===== config.mk =====
export PLATFORM = sky130hd
export DESIGN_NAME = fir_seq_ctrl
export DESIGN_NICKNAME = d
export VERILOG_FILES = /design/src/rtl/fir_seq_ctrl.sv
export SDC_FILE = /design/constraint.sdc
export NUM_CORES = 1
export LEC_CHECK = 0
export ABC_AREA = 1
export BUFFER_PORTS_ARGS = -buffer_cell sky130_fd_sc_hd__buf_2
export CORE_MARGIN = 2
export CORE_UTILIZATION = 42
export DETAILED_ROUTE_END_ITERATION = 12
export GPL_TIMING_DRIVEN = 1
export PLACE_DENSITY = 0.76
export REMOVE_ABC_BUFFERS = 1
export SYNTH_ARGS = -nofsm -noshare
export SYNTH_HDL_FRONTEND = slang
export SYNTH_SLANG_ARGS = --single-unit

===== constraint.sdc =====
create_clock -name clk -period 0.9 [get_ports clk]
set_input_delay 0.225 -clock clk [delete_from_list [all_inputs] [get_ports clk]]
set_output_delay 0.225 -clock clk [all_outputs]
set_load 0.01 [all_outputs]

===== src/rtl/fir_seq_ctrl.sv =====
// rtl/fir_seq_ctrl.sv - frame sequencer for the 6-tap FIR datapath (optional FIR_SEQ_CTRL_WARMUP_EN adds primed)
module fir_seq_ctrl #(
    parameter int bits_I = 3,
    parameter int N_TAPS = 6,
    parameter int CW     = (N_TAPS > 1) ? $clog2(N_TAPS) : 1
) (
    input  logic              clk,
    input  logic              rst,
    input  logic              in_valid,
    output logic              in_ready,
    output logic [bits_I-1:0] sel,
    output logic [CW-1:0]     coef_addr,
    output logic              load_x,
    output logic              mac_clr,
    output logic              mac_en,
    output logic              out_valid,
    input  logic              out_ready,
    output logic              shift_en,
    output logic              busy
`ifdef FIR_SEQ_CTRL_WARMUP_EN
    ,
    output logic              primed
`endif
);

    // Frame phases: clear the MAC, walk the taps oldest to newest, hand
    // the result over, then advance the delay line.
    typedef enum logic [2:0] {
        IDLE,
        CLR,
        ACC,
        OUT,
        SHIFT
    } state_t;

    localparam logic [bits_I-1:0] ONE  = bits_I'(1);
    localparam logic [bits_I-1:0] LAST = bits_I'(N_TAPS);

    state_t            state;
    logic [bits_I-1:0] cnt;
    logic              idle_q;

    // in_ready must read low while rst is held, even though the registered
    // idle flag already sits at its reset value of 1.
    assign in_ready = idle_q & ~rst;

    // The sample is latched on the accept cycle itself, so load_x is the
    // raw handshake; in_ready already restricts it to IDLE.
    assign load_x = in_valid & in_ready;

    // Sequencer state, tap counter and all registered strobes.
    always_ff @(posedge clk) begin
        if (rst) begin
            state     <= IDLE;
            cnt       <= '0;
            idle_q    <= 1'b1;
            busy      <= 1'b0;
            sel       <= '0;
            coef_addr <= '0;
            mac_clr   <= 1'b0;
            mac_en    <= 1'b0;
            out_valid <= 1'b0;
            shift_en  <= 1'b0;
        end else begin
            case (state)
                IDLE: begin
                    if (in_valid) begin
                        state   <= CLR;
                        idle_q  <= 1'b0;
                        busy    <= 1'b1;
                        mac_clr <= 1'b1;
                    end
                end

                CLR: begin
                    // First accumulate cycle addresses the oldest tap.
                    state     <= ACC;
                    cnt       <= ONE;
                    sel       <= ONE;
                    coef_addr <= '0;
                    mac_clr   <= 1'b0;
                    mac_en    <= 1'b1;
                end

                ACC: begin
                    if (cnt == LAST) begin
                        // Newest tap has been accumulated: park the mux at 0.
                        state     <= OUT;
                        cnt       <= '0;
                        sel       <= '0;
                        coef_addr <= '0;
                        mac_en    <= 1'b0;
                        out_valid <= 1'b1;
                    end else begin
                        cnt       <= cnt + ONE;
                        sel       <= cnt + ONE;
                        coef_addr <= cnt[CW-1:0];
                    end
                end

                OUT: begin
                    // Result held for as long as the consumer stalls.
                    if (out_ready) begin
                        state     <= SHIFT;
                        out_valid <= 1'b0;
                        shift_en  <= 1'b1;
                    end
                end

                SHIFT: begin
                    state    <= IDLE;
                    shift_en <= 1'b0;
                    busy     <= 1'b0;
                    idle_q   <= 1'b1;
                end

                default: begin
                    state <= IDLE;
                end
            endcase
        end
    end

`ifdef FIR_SEQ_CTRL_WARMUP_EN
    localparam logic [bits_I-1:0] WSAT = bits_I'(N_TAPS - 1);

    logic [bits_I-1:0] wcnt;

    // Counts delay-line shifts until every register behind the input holds
    // a real sample; results from then on are flagged as primed.
    always_ff @(posedge clk) begin
        if (rst) begin
            wcnt   <= '0;
            primed <= 1'b0;
        end else if (shift_en) begin
            if (wcnt != WSAT) begin
                wcnt <= wcnt + ONE;
            end
            if ((wcnt + ONE) >= WSAT) begin
                primed <= 1'b1;
            end
        end
    end
`endif

endmodule


==> reports/metrics.cfg, run 1 <==
[status]
status = finished with violations
violations = setup timing

[critical_path]
critPathTopFamily = simple AND/OR/NAND/NOR gates
crit_buf_inv = 0
regToRegStartpoint = state[1]
reg2reg_setup_slack_ps = -250
crit_fanout = 4
cp_slowest_stage_delay_ps = 420
cp.depth = 7
slowest_stage = dfxtp_4
timing.critical_path.to = state[0]
rr_worst_depth = 7
start_kind = flop
critPathKind = flop to flop
crit_chain = nand2_1, nor2_2, nand2_2, nand2_2, nor2_4, nor2_1, nor2_1
cp.required_ps = 1080
setup.worst_path.start = state[1]
crit_arrival_ps = 1330
critPathCaptureType = flop
rr_endpoint = state[0]

[sta]
holdWs_ps = 216
hold_viol_final = 0
rsz0062_at_grt = yes
finalMaxSlewViolations = 0
fin_tns_setup_ps = -3420
setup_viol = 28
skew_ps = 5.51
worst_pin_slew_ps = 246
period_share = 1.28
fin_ws_ps = -255
min_period_ps = 1150
fmax_mhz = 866
relSlewSlack = 0.834

[global_route]
grt_overflow_total = 0
grt_pass1_vias = 732
grt.met2_usage = 0.385
top_usage_layer = met2
grt.met1_usage = 0.288
met3_usage = 0.0426
grt_usage = 0.231
grt_pass1_wl_um = 3160
antenna_found_initial = 0
grt_max_degree = 10

[route]
viasPerCell = 5.50
final_antenna_net_count = 0
vias = 819
drc = 0
drtIter0Drc = 23
dr.pass1.iters = 4
drt-wirelength-per-cell_um = 17.1
wl_um = 2550

[yosys]
yosysMostFrequentCell = nand2_1
synth.distinct_cells = 13
yosysTopAreaCellShare = 0.471
synth_area_leaders = dfxtp_1 47%, nand2_1 19%, a21oi_1 8.6%, inv_1 5.3%, nor2_2 4.9%
synth_area_per_cell_um2 = 6.79
ys_ff_latch = 15
synth_area_um2 = 638
synthFlopType = dfxtp_1
ys_async_sr_fraction = 0
ys.warnings.count = 0
synth_cells = 94
synth_edf_count = 0
yosysTopAreaCell = dfxtp_1
synth_seq_area_share = 0.471
synthTopCellsByCount = 33 x nand2_1, 15 x dfxtp_1, 11 x a21oi_1

[power_and_ir_drop]
max-vdd-ir-drop_uv = 2170
p_leak_nw = 0.566
power.density_mw_per_mm2 = 2930

[clock_network]
hold_buffers = 0
root_buffer = clkbuf_4
cts_tree = done
clkTransAtPathRegs_ps = 100
numCtsBuffers = 3
clock_latency_ps = 280
h-tree-depth = 1
clock_path_buffers = 2
cts.sinks = 15

[placed_design]
hpwlAfterDp_um = 1110
io_buffer_count = 16
gp_congestion = 0.808

[min_path]
holdCritPathClass = input pin to flop

[floorplan]
ios = 17
dieArea_mm2 = 0.00185
rows = 14
core_mm2 = 0.00147
die_w_um = 43.0
initial_core_util = 0.434
die_height_um = 43.0

[finish]
layout.nets = 138
layout-area-overhead-vs-synth_pct = 89.2
antenna_cells = 0
layout-drive-gt1-share = 0.744

[job]
drv_cap = 0

[cells in the final DEF (no fill, tap or decap), types with 3 or more instances in the layout]
master,instances
a21oi_2,10
buf_2,5
buf_4,14
buf_6,17
clkbuf_4,3
dfxtp_2,10
dfxtp_4,5
inv_1,6
nand2_1,16
nand2_2,15
nand2_4,3
nor2_1,6
nor2_4,5
[worst reg2reg max path, delay by kind of cell (launching register included)]
family	cells	cell delay, ps
flip-flops	1	420
AND/OR/NAND/NOR	7	650
[state kept, by name (all words and copies together), names as in the netlist]
signal,flops
out_valid,1
mac_clr,1
mac_en,1
idle_q,1
shift_en,1
cnt,3
busy,1
coef_addr,3
state,3
[power by group]
group | internal [W] | leakage (nW) | total [W] | switching [W]
sequential | 0.000880 | 0.130 | 0.00110 | 0.000216
combinational | 0.000904 | 0.419 | 0.00204 | 0.00114
clock | 0.000165 | 0.0177 | 0.000396 | 0.000231
total | 0.00195 | 0.566 | 0.00353 | 0.00159
[what timing repair did]
item                       CTS  global route
pin swaps                   13            15
setup buffers                6             7
setup endpoints to repair   27            27
resized for setup           57            32
[per-stage QoR]
stage / std cells / area [um2] / power [W] / setup WS [ps] / utilization
detailed placement: 132 / 787 / 0.00194 / -169 / 0.535
global placement: 132 / 787 / 0.00191 / -168 / 0.535
finish: 149 / 1210 / 0.00353 / -255 / 0.821
CTS: 142 / 1050 / 0.00285 / -208 / 0.712
global route: 149 / 1210 / 0.00369 / -312 / 0.821
floorplan: 93 / 634 / 0.00159 / -118 / -
[metal layers]
layer	part of all wire	vias to the layer above
met5	0	-
met1	0.39	402
met4	0.043	0
met2	0.52	33
li1	-	372
met3	0.043	12
[worst min-delay path by stage]
stage                         start        to  slack [ps]  cells after the start
after CTS                 out_ready  state[2]         220                      3
after detailed placement     idle_q    idle_q         440                      2
after global placement       idle_q    idle_q         440                      2
final                     out_ready  state[2]         220                      3
after floorplan                 rst      busy         290                      1
after global routing      out_ready  state[2]         220                      3
[cell type report]
type | instances | area, um2
Fill cell | 74 | 264
Clock inverter | 1 | 5.00
Clock buffer | 3 | 22.5
Multi-Input combinational cell | 67 | 453
Timing Repair Buffer | 36 | 322
Inverter | 11 | 53.8
Sequential cell | 15 | 332
Tap cell | 16 | 20.0
[cells by family after synthesis]
family,share of synthesized area
simple gates,0.357
flops,0.471
compound gates,0.102
buf+inv,0.0706
No activity file was read; power rests on OpenSTA's default activity.
==> inputs of run 2 (changes only) <==
--- a/config.mk
+++ b/config.mk
@@ -5,13 +5,12 @@
 export SDC_FILE = /design/constraint.sdc
 export NUM_CORES = 1
 export LEC_CHECK = 0
-export ABC_AREA = 1
 export BUFFER_PORTS_ARGS = -buffer_cell sky130_fd_sc_hd__buf_2
 export CORE_MARGIN = 2
 export CORE_UTILIZATION = 42
 export DETAILED_ROUTE_END_ITERATION = 12
 export GPL_TIMING_DRIVEN = 1
-export PLACE_DENSITY = 0.76
+export PLACE_DENSITY = 0.72
 export REMOVE_ABC_BUFFERS = 1
 export SYNTH_ARGS = -nofsm -noshare
 export SYNTH_HDL_FRONTEND = slang
==> reports/metrics.cfg, run 2 <==
[finish]
antenna_cells = 0  ; unchanged
fillers = 57  ; -23%
seq_area_um2 = 327  ; -1.5%
final_area_mm2 = 0.00141  ; +17%
multiInputGateArea_um2 = 528  ; +17%
layout.nets = 139  ; +0.72%
reg.largest.list = cnt x3, coef_addr x3, state x3
final_common_cell = buf_6
layout_common_cells = 27 x buf_6, 22 x buf_4, 12 x dfxtp_2
layout-drive-gt1-share = 0.769  ; +0.0243
layout-area-overhead-vs-synth_pct = 96.0

[placed_design]
placed_area_um2 = 931  ; +18%
hpwlAfterDp_um = 1350  ; +22%
place_ws_ps = -241  ; -72.5 ps
gp_congestion = 0.841  ; +4.0%
io_buffer_count = 16  ; unchanged

[clock_network]
hold_buffers = 0  ; unchanged
clkTransAtPathRegs_ps = 90  ; about the same
root_buffer = clkbuf_4
cts_tree = done
h-tree-depth = 1  ; unchanged
clock_latency_ps = 290  ; about the same
cts.sinks = 15  ; unchanged
clock_path_buffers = 2  ; unchanged
numCtsBuffers = 3  ; unchanged

[floorplan]
die_height_um = 45.4  ; +5.7%
die_w_um = 45.4  ; +5.7%
initial_core_util = 0.462  ; +0.0286
dieArea_mm2 = 0.00206  ; +12%
rows = 14  ; unchanged
core_mm2 = 0.00156  ; +6.0%
ios = 17  ; unchanged

[sta]
fmax_mhz = 817  ; -5.6%
finalMaxSlewViolations = 0  ; unchanged
worst_pin_slew_ps = 237  ; -8.99 ps
fin_ws_ps = -324  ; -69.0 ps
period_share = 1.36  ; +0.0767
min_period_ps = 1220  ; +69.0 ps
relSlewSlack = 0.842  ; +0.00772
skew_ps = 0.991  ; -4.52 ps
hold_viol_final = 0  ; unchanged
setup_viol = 28  ; unchanged
holdWs_ps = 234  ; +17.4 ps
rsz0062_at_grt = yes

[job]
drv_cap = 0  ; unchanged

[power_and_ir_drop]
max-vdd-ir-drop_uv = 1170  ; -46%
p_leak_nw = 0.596  ; +5.2%
power.density_mw_per_mm2 = 1200  ; -59%
p_total_w = 0.00170  ; -52%

[yosys]
synth.distinct_cells = 36  ; +23
synth_cells = 83  ; -12%
ys_async_sr_fraction = 0  ; unchanged
synthTopCellsByCount = 15 x dfxtp_1, 7 x a21oi_1, 7 x nand2_1
synthFlopType = dfxtp_1
synth_area_leaders = dfxtp_1 42%, a21oi_1 4.9%, nand2_1 3.6%, o21ai_0 3.5%, a211oi_1 3.1%
ys.warnings.count = 0  ; unchanged
yosysTopAreaCellShare = 0.417  ; -0.0539
ys_ff_latch = 15  ; unchanged
synth_area_um2 = 721  ; +13%
yosysTopAreaCell = dfxtp_1
synth_seq_area_share = 0.417  ; -0.0539
synth_area_per_cell_um2 = 8.68  ; +28%
synth_edf_count = 0  ; unchanged
yosysMostFrequentCell = dfxtp_1

[global_route]
grt_max_degree = 9  ; -1
grt_pass1_vias = 874  ; +19%
grt_usage = 0.271  ; +0.0403
grt_overflow_total = 0  ; unchanged
antenna_found_initial = 0  ; unchanged
grt_pass1_wl_um = 3940  ; +25%

[critical_path]
slowest_stage = dfxtp_2
crit_arrival_ps = 1000  ; -330 ps
crit_buf_inv = 1  ; +1
critPathKind = flop to primary output
cp.required_ps = 670  ; -410 ps
cp_slowest_stage_delay_ps = 340  ; -80 ps
crit_fanout = 2  ; -2
critPathCaptureType = primary output
start_kind = flop
crit_chain = nor2b_4, and2_4, buf_6
critPathTopFamily = flip-flops

[route]
vias = 906  ; +11%
viasPerCell = 6.04  ; +9.9%
wl_um = 2910  ; +14%
final_antenna_net_count = 0  ; unchanged
drt-wirelength-per-cell_um = 19.4  ; +13%
drc = 0  ; unchanged
drtIter0Drc = 32  ; +39%
dr.pass1.iters = 4  ; unchanged

[status]
violations = setup timing
status = finished with violations

[min_path]
holdCritPathClass = input pin to flop

-- run 2: cell count changes after synthesis, moves of 3 or more --
cell      change
inv_1         -3
nand3_1       -4
nor2_2        -4
a21oi_1       -4
nor2_1        -4
o21ai_0       +3
a211oi_1      +3
nand2_1      -26
-- run 2: power by group --
part	internal [W]	switching, W	leakage, nW
registers	0.000700	0.0000376	0.129
clock network	0.000173	0.000242	0.0150
logic	0.000299	0.000249	0.451
total	0.00117	0.000529	0.596
-- run 2: worst paths after layout --
check,from,to,slack (ps),depth (start not counted)
hold reg to reg,coef_addr[2],coef_addr[2],490,2
setup / recovery,idle_q,load_x,-320,3
setup reg to reg,state[1],idle_q,-210,4
hold / removal,in_valid,state[0],230,3
-- run 2: metal layers --
layer / part of all wire / up-vias / track usage
met5: 0 / - / 0
met2: 0.50 / 55 / 0.473
met1: 0.40 / 432 / 0.328
met4: 0.041 / 0 / 0.0706
li1: - / 406 / -
met3: 0.057 / 13 / 0.0675
-- run 2: layout make-up --
class / instances / share of cell area
Inverter: 6 / 0.0159
Multi-Input combinational cell: 56 / 0.374
Sequential cell: 15 / 0.231
Clock buffer: 4 / 0.0186
Timing Repair Buffer: 53 / 0.346
Tap cell: 16 / 0.0142
-- run 2: worst register-to-register path, stage by stage, from the launching register on --
cell	delay, ps
dfxtp_4	370
buf_6	130
nor2_4	130
nand2_2	80
a221o_1	290
-- run 2: through the flow --
stage           util  TNS (ps)  std cells
6_report       0.906     -3900        150
5_1_grt        0.906     -4670        150
4_1_cts        0.824     -3150        146
3_5_place_dp   0.597     -2660        129
3_3_place_gp   0.597     -2330        129
2_1_floorplan      -     -2710         77
-- run 2: what timing repair did --
action | in CTS | in global routing
cloned | 0 | 0
setup endpoints to repair | 28 | 28
gates resized for setup | 62 | 23
buffers inserted | 13 | 4
pin swaps | 21 | 15
-- run 2: cells by family (layout without fill, tap and decap cells) --
logic type / after synthesis / after routing / share of synthesized area
xor+xnor: 1 / 1 / 0.0122
simple gates: 25 / 25 / 0.189
flops: 15 / 15 / 0.417
buf+inv: 12 / 63 / 0.0868
compound gates: 30 / 30 / 0.295
